$ cat src/rtl/serial_paralelo_idl_rx_if.sv
// Bus bundle for the IDL link receiver: serial bit in, payload byte and link
// status out. The DUT side uses the master modport, a consumer uses slave.
// Optional macro: SP_RX_ERRCNT_EN adds the err_cnt status byte.
interface serial_paralelo_idl_rx_if;
  logic       data_in;
  logic [7:0] data_out;
  logic       valid_out;
  logic       active;
  logic       IDL;
`ifdef SP_RX_ERRCNT_EN
  logic [7:0] err_cnt;

  modport master (
    input  data_in,
    output data_out,
    output valid_out,
    output active,
    output IDL,
    output err_cnt
  );

  modport slave (
    output data_in,
    input  data_out,
    input  valid_out,
    input  active,
    input  IDL,
    input  err_cnt
  );
`else
  modport master (
    input  data_in,
    output data_out,
    output valid_out,
    output active,
    output IDL
  );

  modport slave (
    output data_in,
    input  data_out,
    input  valid_out,
    input  active,
    input  IDL
  );
`endif
endinterface

$ cat src/rtl/serial_paralelo_idl_rx.sv
// Receive end of the parallel-serial IDL link. Deserializes the MSB-first bit
// stream into bytes, locks byte alignment on a run of comma symbols, strips
// comma/idle fill and strobes payload bytes out with a one-cycle valid.
// Optional macro: SP_RX_ERRCNT_EN adds a saturating count of alignment aborts
// and link losses on bus.err_cnt.
//
// state      | meaning
// -----------+-------------------------------------------------------------
// ST_SEARCH  | sliding compare of every bit position against COMMA
// ST_ALIGNED | byte boundary fixed, counting consecutive commas to lock
// ST_ACTIVE  | link up: payload strobed, commas dropped, idles counted
module serial_paralelo_idl_rx #(
  parameter logic [7:0]  COMMA       = 8'hBC,
  parameter logic [7:0]  IDL_SYM     = 8'h7C,
  parameter int unsigned ALIGN_COUNT = 4,
  parameter int unsigned IDL_LOSS    = 4
) (
  input logic                      clk_32f,
  input logic                      reset,
  serial_paralelo_idl_rx_if.master bus
);

  localparam logic [1:0] ST_SEARCH  = 2'd0;
  localparam logic [1:0] ST_ALIGNED = 2'd1;
  localparam logic [1:0] ST_ACTIVE  = 2'd2;

  localparam logic [3:0] ALIGN_LIM = 4'(ALIGN_COUNT);
  localparam logic [3:0] IDL_LIM   = 4'(IDL_LOSS);

  logic [1:0] state;
  // Only the seven most recent bits are ever needed: the eighth is data_in.
  logic [6:0] sr;
  logic [2:0] bit_cnt;
  logic [3:0] bc_cnt;
  logic [3:0] idl_cnt;
  logic [7:0] data_q;
  logic       valid_q;
  logic       active_q;
  logic       idl_q;

  logic [7:0] cand;
  logic       at_boundary;
  logic       is_comma;
  logic       is_idle;
  logic [3:0] bc_next;
  logic [3:0] idl_next;
  logic       align_abort;
  logic       link_loss;

  assign cand        = {sr, bus.data_in};
  assign at_boundary = (bit_cnt == 3'd7);
  assign is_comma    = (cand == COMMA);
  assign is_idle     = (cand == IDL_SYM);

  // Counters stop at their maximum instead of wrapping.
  assign bc_next  = (bc_cnt  == 4'hF) ? bc_cnt  : bc_cnt  + 4'd1;
  assign idl_next = (idl_cnt == 4'hF) ? idl_cnt : idl_cnt + 4'd1;

  assign align_abort = (state == ST_ALIGNED) && at_boundary && !is_comma;
  assign link_loss   = (state == ST_ACTIVE) && at_boundary && !is_comma &&
                       is_idle && (idl_next >= IDL_LIM);

  // Shift register that supplies the candidate byte.
  always_ff @(posedge clk_32f) begin
    if (reset) begin
      sr <= 7'd0;
    end else begin
      sr <= {sr[5:0], bus.data_in};
    end
  end

  // Alignment / link FSM with payload extraction.
  always_ff @(posedge clk_32f) begin
    if (reset) begin
      state    <= ST_SEARCH;
      bit_cnt  <= 3'd0;
      bc_cnt   <= 4'd0;
      idl_cnt  <= 4'd0;
      data_q   <= 8'h00;
      valid_q  <= 1'b0;
      active_q <= 1'b0;
      idl_q    <= 1'b1;
    end else begin
      valid_q <= 1'b0;
      case (state)
        ST_SEARCH: begin
          bit_cnt <= 3'd0;
          if (is_comma) begin
            bc_cnt  <= 4'd1;
            idl_cnt <= 4'd0;
            if (ALIGN_LIM <= 4'd1) begin
              state    <= ST_ACTIVE;
              active_q <= 1'b1;
              idl_q    <= 1'b0;
            end else begin
              state <= ST_ALIGNED;
            end
          end
        end

        ST_ALIGNED: begin
          bit_cnt <= bit_cnt + 3'd1;
          if (at_boundary) begin
            if (is_comma) begin
              bc_cnt <= bc_next;
              if (bc_next >= ALIGN_LIM) begin
                state    <= ST_ACTIVE;
                active_q <= 1'b1;
                idl_q    <= 1'b0;
                idl_cnt  <= 4'd0;
              end
            end else begin
              // The rejected byte is not rescanned; sliding search restarts
              // with the next bit.
              state   <= ST_SEARCH;
              bc_cnt  <= 4'd0;
              bit_cnt <= 3'd0;
            end
          end
        end

        ST_ACTIVE: begin
          bit_cnt <= bit_cnt + 3'd1;
          if (at_boundary) begin
            if (is_comma) begin
              idl_cnt <= 4'd0;
            end else if (is_idle) begin
              idl_cnt <= idl_next;
              if (idl_next >= IDL_LIM) begin
                state    <= ST_SEARCH;
                active_q <= 1'b0;
                idl_q    <= 1'b1;
                bc_cnt   <= 4'd0;
                bit_cnt  <= 3'd0;
                idl_cnt  <= 4'd0;
              end
            end else begin
              data_q  <= cand;
              valid_q <= 1'b1;
              idl_cnt <= 4'd0;
            end
          end
        end

        default: begin
          state    <= ST_SEARCH;
          bit_cnt  <= 3'd0;
          bc_cnt   <= 4'd0;
          idl_cnt  <= 4'd0;
          active_q <= 1'b0;
          idl_q    <= 1'b1;
        end
      endcase
    end
  end

  assign bus.data_out  = data_q;
  assign bus.valid_out = valid_q;
  assign bus.active    = active_q;
  assign bus.IDL       = idl_q;

`ifdef SP_RX_ERRCNT_EN
  logic [7:0] err_cnt_q;

  // Saturating count of alignment aborts and link losses; one per edge at most.
  always_ff @(posedge clk_32f) begin
    if (reset) begin
      err_cnt_q <= 8'h00;
    end else if ((align_abort || link_loss) && (err_cnt_q != 8'hFF)) begin
      err_cnt_q <= err_cnt_q + 8'd1;
    end
  end

  assign bus.err_cnt = err_cnt_q;
`else
  logic unused_evt;
  assign unused_evt = align_abort ^ link_loss;
`endif

endmodule

$ cat src/flat_wrapper.sv
// flat-port wrapper written by rule: the top's interface ports become plain ports
module serial_paralelo_idl_rx_flat 
#(
  parameter logic [7:0]  COMMA       = 8'hBC,
  parameter logic [7:0]  IDL_SYM     = 8'h7C,
  parameter int unsigned ALIGN_COUNT = 4,
  parameter int unsigned IDL_LOSS    = 4
)
  (clk_32f, reset, bus_data_in, bus_data_out, bus_valid_out, bus_active, bus_IDL);
  serial_paralelo_idl_rx_if bus_i ();
  input logic clk_32f;
  input logic reset;
  input wire logic [$bits(bus_i.data_in)-1:0] bus_data_in;
  output wire logic [$bits(bus_i.data_out)-1:0] bus_data_out;
  output wire logic [$bits(bus_i.valid_out)-1:0] bus_valid_out;
  output wire logic [$bits(bus_i.active)-1:0] bus_active;
  output wire logic [$bits(bus_i.IDL)-1:0] bus_IDL;
  assign bus_i.data_in = bus_data_in;
  assign bus_data_out = bus_i.data_out;
  assign bus_valid_out = bus_i.valid_out;
  assign bus_active = bus_i.active;
  assign bus_IDL = bus_i.IDL;
  serial_paralelo_idl_rx #(.COMMA(COMMA), .IDL_SYM(IDL_SYM), .ALIGN_COUNT(ALIGN_COUNT), .IDL_LOSS(IDL_LOSS)) u_core (.clk_32f(clk_32f), .reset(reset), .bus(bus_i));
endmodule
$ cat config.mk
export PLATFORM = sky130hd
export DESIGN_NAME = serial_paralelo_idl_rx_flat
export DESIGN_NICKNAME = d
export VERILOG_FILES = /design/src/rtl/serial_paralelo_idl_rx_if.sv /design/src/rtl/serial_paralelo_idl_rx.sv /design/src/flat_wrapper.sv
export SDC_FILE = /design/constraint.sdc
export NUM_CORES = 1
export LEC_CHECK = 0
export CORE_MARGIN = 5
export CORE_UTILIZATION = 53
export DETAILED_ROUTE_END_ITERATION = 8
export GPL_ROUTABILITY_DRIVEN = 0
export PLACE_DENSITY = 0.86
export SYNTH_ARGS = -nofsm -noshare
export SYNTH_HDL_FRONTEND = slang
export SYNTH_SLANG_ARGS = --single-unit
$ cat constraint.sdc
create_clock -name clk_32f -period 3.65 [get_ports clk_32f]
set_input_delay 0.5475 -clock clk_32f [delete_from_list [all_inputs] [get_ports clk_32f]]
set_output_delay 0.5475 -clock clk_32f [all_outputs]
set_load 0.01 [all_outputs]
==> flow_metrics.py <==
metrics = {
    "worst_hold_path": {
        "hp-class": "reg -> reg",
        "min_path_cells": 1,
    },
    "clocking": {
        "clk_latency_ns": 0.34,
        "cts_resized": 0,
        "cts_root_buf": "clkbuf_4",
        "cts_setup_buffers": 0,
        "clockBufferDepth": 2,
        "post_cts_hold_buffer_count": 0,
        "cts_tree": "done",
        "path_clk_slew_ns": 0.09,
        "clock_sinks": 31,
        "numCtsBuffers": 5,
        "ctsHtreeMaxLevel": 2,
    },
    "global_routing": {
        "antenna_found_initial": 0,
        "grt_pass1_vias": 1055,
        "track_usage_pct": 16.40,
        "grt_max_degree": 23,
        "grt_overflow": 0,
        "grt_pass1_wl_mm": 4.457,
    },
    "sta": {
        "post-route-period-util_pct": 68.12,
        "tightest_slew_ns": 0.3477,
        "report.final.slew_viol_count": 0,
        "setup_viol": 0,
        "maxSlewHeadroom_pct": 76.82,
        "rsz0062_at_grt": "no",
        "finalClockSkew_ns": 0.01319,
        "fmaxAchievable_mhz": 402.2,
        "finalCriticalPeriod_ns": 2.486,
        "tns_ns": 0,
        "hold_viol_final": 0,
        "holdWs_ns": 0.4379,
    },
    "placed_design": {
        "placement.io_buffers": 13,
        "dp_cells": 183,
        "place.detailed.hpwl_mm": 1.953,
    },
    "cells_and_area": {
        "layout.nets": 170,
        "final_cell_mix": "31 x dfxtp_1, 16 x nor2_1, 13 x clkdlybuf4s50_1",
        "final_common_cell": "dfxtp_1",
        "area_growth_pct": 18.04,
        "drive_gt1_share_pct": 10.56,
        "antenna_cells": 0,
        "utilization_pct": 65.10,
        "final_cells": 191,
    },
    "critical_path": {
        "rr_worst_depth": 6,
        "slowest_stage": "or4b_4",
        "path_max_fanout": 11,
        "worstPathCellList": "clkdlybuf4s50_1 > nand4bb_4 > or4b_4 > a222oi_1 > buf_4 > a41oi_1 > a211oi_1",
        "worstSetupStartpoint": "bus_data_in",
        "crit_end": "u_core.bc_cnt[3]$_SDFFE_PP0P_",
        "worstReg2RegEnd": "u_core.bc_cnt[3]$_SDFFE_PP0P_",
        "rrSetupSlack_ns": 1.48,
        "endpoint_kind": "flop",
        "regToRegStartpoint": "u_core.sr[0]$_SDFF_PP0_",
        "crit_required_ns": 3.89,
        "crit_type": "in -> reg",
        "arrival_ns": 2.73,
        "startpoint_type": "primary input",
        "max_stage_delay_ns": 0.57,
    },
    "synthesis": {
        "synth_top_cell_by_area": "dfxtp_1",
        "synthesis.nets": 150,
        "ys_warn_count": 0,
        "synth_top_area_share_pct": 45.42,
        "syn_area_per_cell_um2": 9.759,
        "seq_area_frac_synth_pct": 45.42,
        "synth_ff_type": "dfxtp_1",
        "synth_area_mm2": 0.001366,
        "ys_ff_latch": 31,
        "netlist_instances": 140,
        "netlist_top_cells_area": "dfxtp_1 45%, ha_1 6.4%, mux2i_1 5.9%",
        "synthArstFlopShare_pct": 0,
        "synth_cell_types": 39,
        "synth_edf_count": 0,
    },
    "power": {
        "p_int_mw": 0.4573,
        "total_power_mw": 0.5843,
        "clkPwrFrac_pct": 39.6,
        "sw_frac_of_total_pct": 21.74,
        "pwr-share-seq_pct": 58.4,
        "switchingPower_mw": 0.1270,
        "combPwrFrac_pct": 2.0,
        "peakVddDrop_mv": 0.3835,
        "p_per_area_mw_per_mm2": 362.3,
        "leakagePower_nw": 0.6120,
    },
    "routing": {
        "drc": 0,
        "wl_mm": 2.642,
        "wl_per_cell_um": 13.83,
        "drt_iter0_drc": 28,
        "num_vias": 1080,
        "dr.pass1.iters": 4,
        "via_per_inst": 5.654,
        "drtAntennaViolNets": 0,
    },
    "floorplan": {
        "die_w_um": 60.78,
        "floorplan.initialDensity_pct": 55.15,
        "pin_count": 14,
        "placementRows": 18,
        "design.die.area_mm2": 0.003694,
        "fp.coreArea_mm2": 0.002477,
        "fp.dieH_um": 60.78,
    },
    "flow_run": {
        "drv_cap": 0,
    },
    "run_status": {
        "status": "complete, no violations",
    },
}
flip-flops by register name (all words and copies together) (netlist names):
signal,flops
u_core.bc_cnt,4
u_core.idl_cnt,4
u_core.sr,7
u_core.bus.active,1
u_core.bus.IDL,1
u_core.bus.data_out,8
u_core.state,2
u_core.bus.valid_out,1
u_core.bit_cnt,3
power groups by stage:
stage	registers [mW]	clock network (mW)	logic, mW
6_report	0.341	0.231	0.0114
5_1_grt	0.342	0.253	0.0123
4_1_cts	0.341	0.235	0.0114
3_5_place_dp	0.349	0	0.0115
3_3_place_gp	0.349	0	0.0111
2_1_floorplan	0.349	0	0.00690
worst max-delay path: cells and delay by family:
family	cells	cell delay, ns
simple gates	2	0.79
buf+inv	2	0.70
compound gates	3	0.69
cell families after synthesis:
kind of cell / count (synthesis) / share of synthesized area, %
and+or+nand+nor: 53 / 21.70
DFF: 31 / 45.42
AOI/OAI and AO/OA: 30 / 16.85
buffers and inverters: 10 / 3.113
muxes: 8 / 5.861
adders and majority gates: 7 / 6.410
xor gates and xnor gates: 1 / 0.6411
layer usage:
layer  part of all wire [%]  up-vias  wire, um  global-route usage (%)
met5                      0        -         0                       0
li1                       -      541         -                       -
met2                     48       39      1271                   28.09
met3                    6.2        6       164                   7.234
met1                     44      494      1171                   18.08
met4                    1.3        0        34                   5.573
stage by stage:
stage	cell area, um^2	worst slack (ns)
finish	1613	1.164
global route	1613	1.048
CTS	1613	1.204
detailed placement	1540	0.8533
global placement	1540	0.9627
floorplan	1366	1.439
synth_stat cells (2+ instances only):
master    number
nor3_1         3
a41o_1         2
o21ai_0        2
nor2b_1       10
inv_1          7
dfxtp_1       31
a21boi_0       2
nand2_1        6
a21oi_1        8
nor2_1        16
ha_1           7
mux2i_1        8
a211oi_1       3
nand3_1        5
and2_1         4
and3_1         2
o31ai_1        2
cell type report:
class                      count  area (um^2)
clock buffer                   7        65.06
clock inverter                 1        7.507
fill                         200        864.6
inverter                       7        26.28
multi-input combinational     99        703.2
sequential                    31        620.6
tap                           30        37.54
timing repair buffer          16        152.6
worst min-delay path by stage:
stage / end / from / slack (ns)
after global placement: u_core.bit_cnt[0]$_SDFF_PP0_ / u_core.bit_cnt[0]$_SDFF_PP0_ / 0.41
after detailed placement: u_core.bit_cnt[0]$_SDFF_PP0_ / u_core.bit_cnt[0]$_SDFF_PP0_ / 0.43
after global routing: u_core.bit_cnt[0]$_SDFF_PP0_ / u_core.bit_cnt[0]$_SDFF_PP0_ / 0.46
after floorplan: u_core.bit_cnt[0]$_SDFF_PP0_ / u_core.bit_cnt[0]$_SDFF_PP0_ / 0.40
after CTS: u_core.bit_cnt[0]$_SDFF_PP0_ / u_core.bit_cnt[0]$_SDFF_PP0_ / 0.44
final: u_core.bit_cnt[0]$_SDFF_PP0_ / u_core.bit_cnt[0]$_SDFF_PP0_ / 0.44
(Power assumes the default switching activity.)
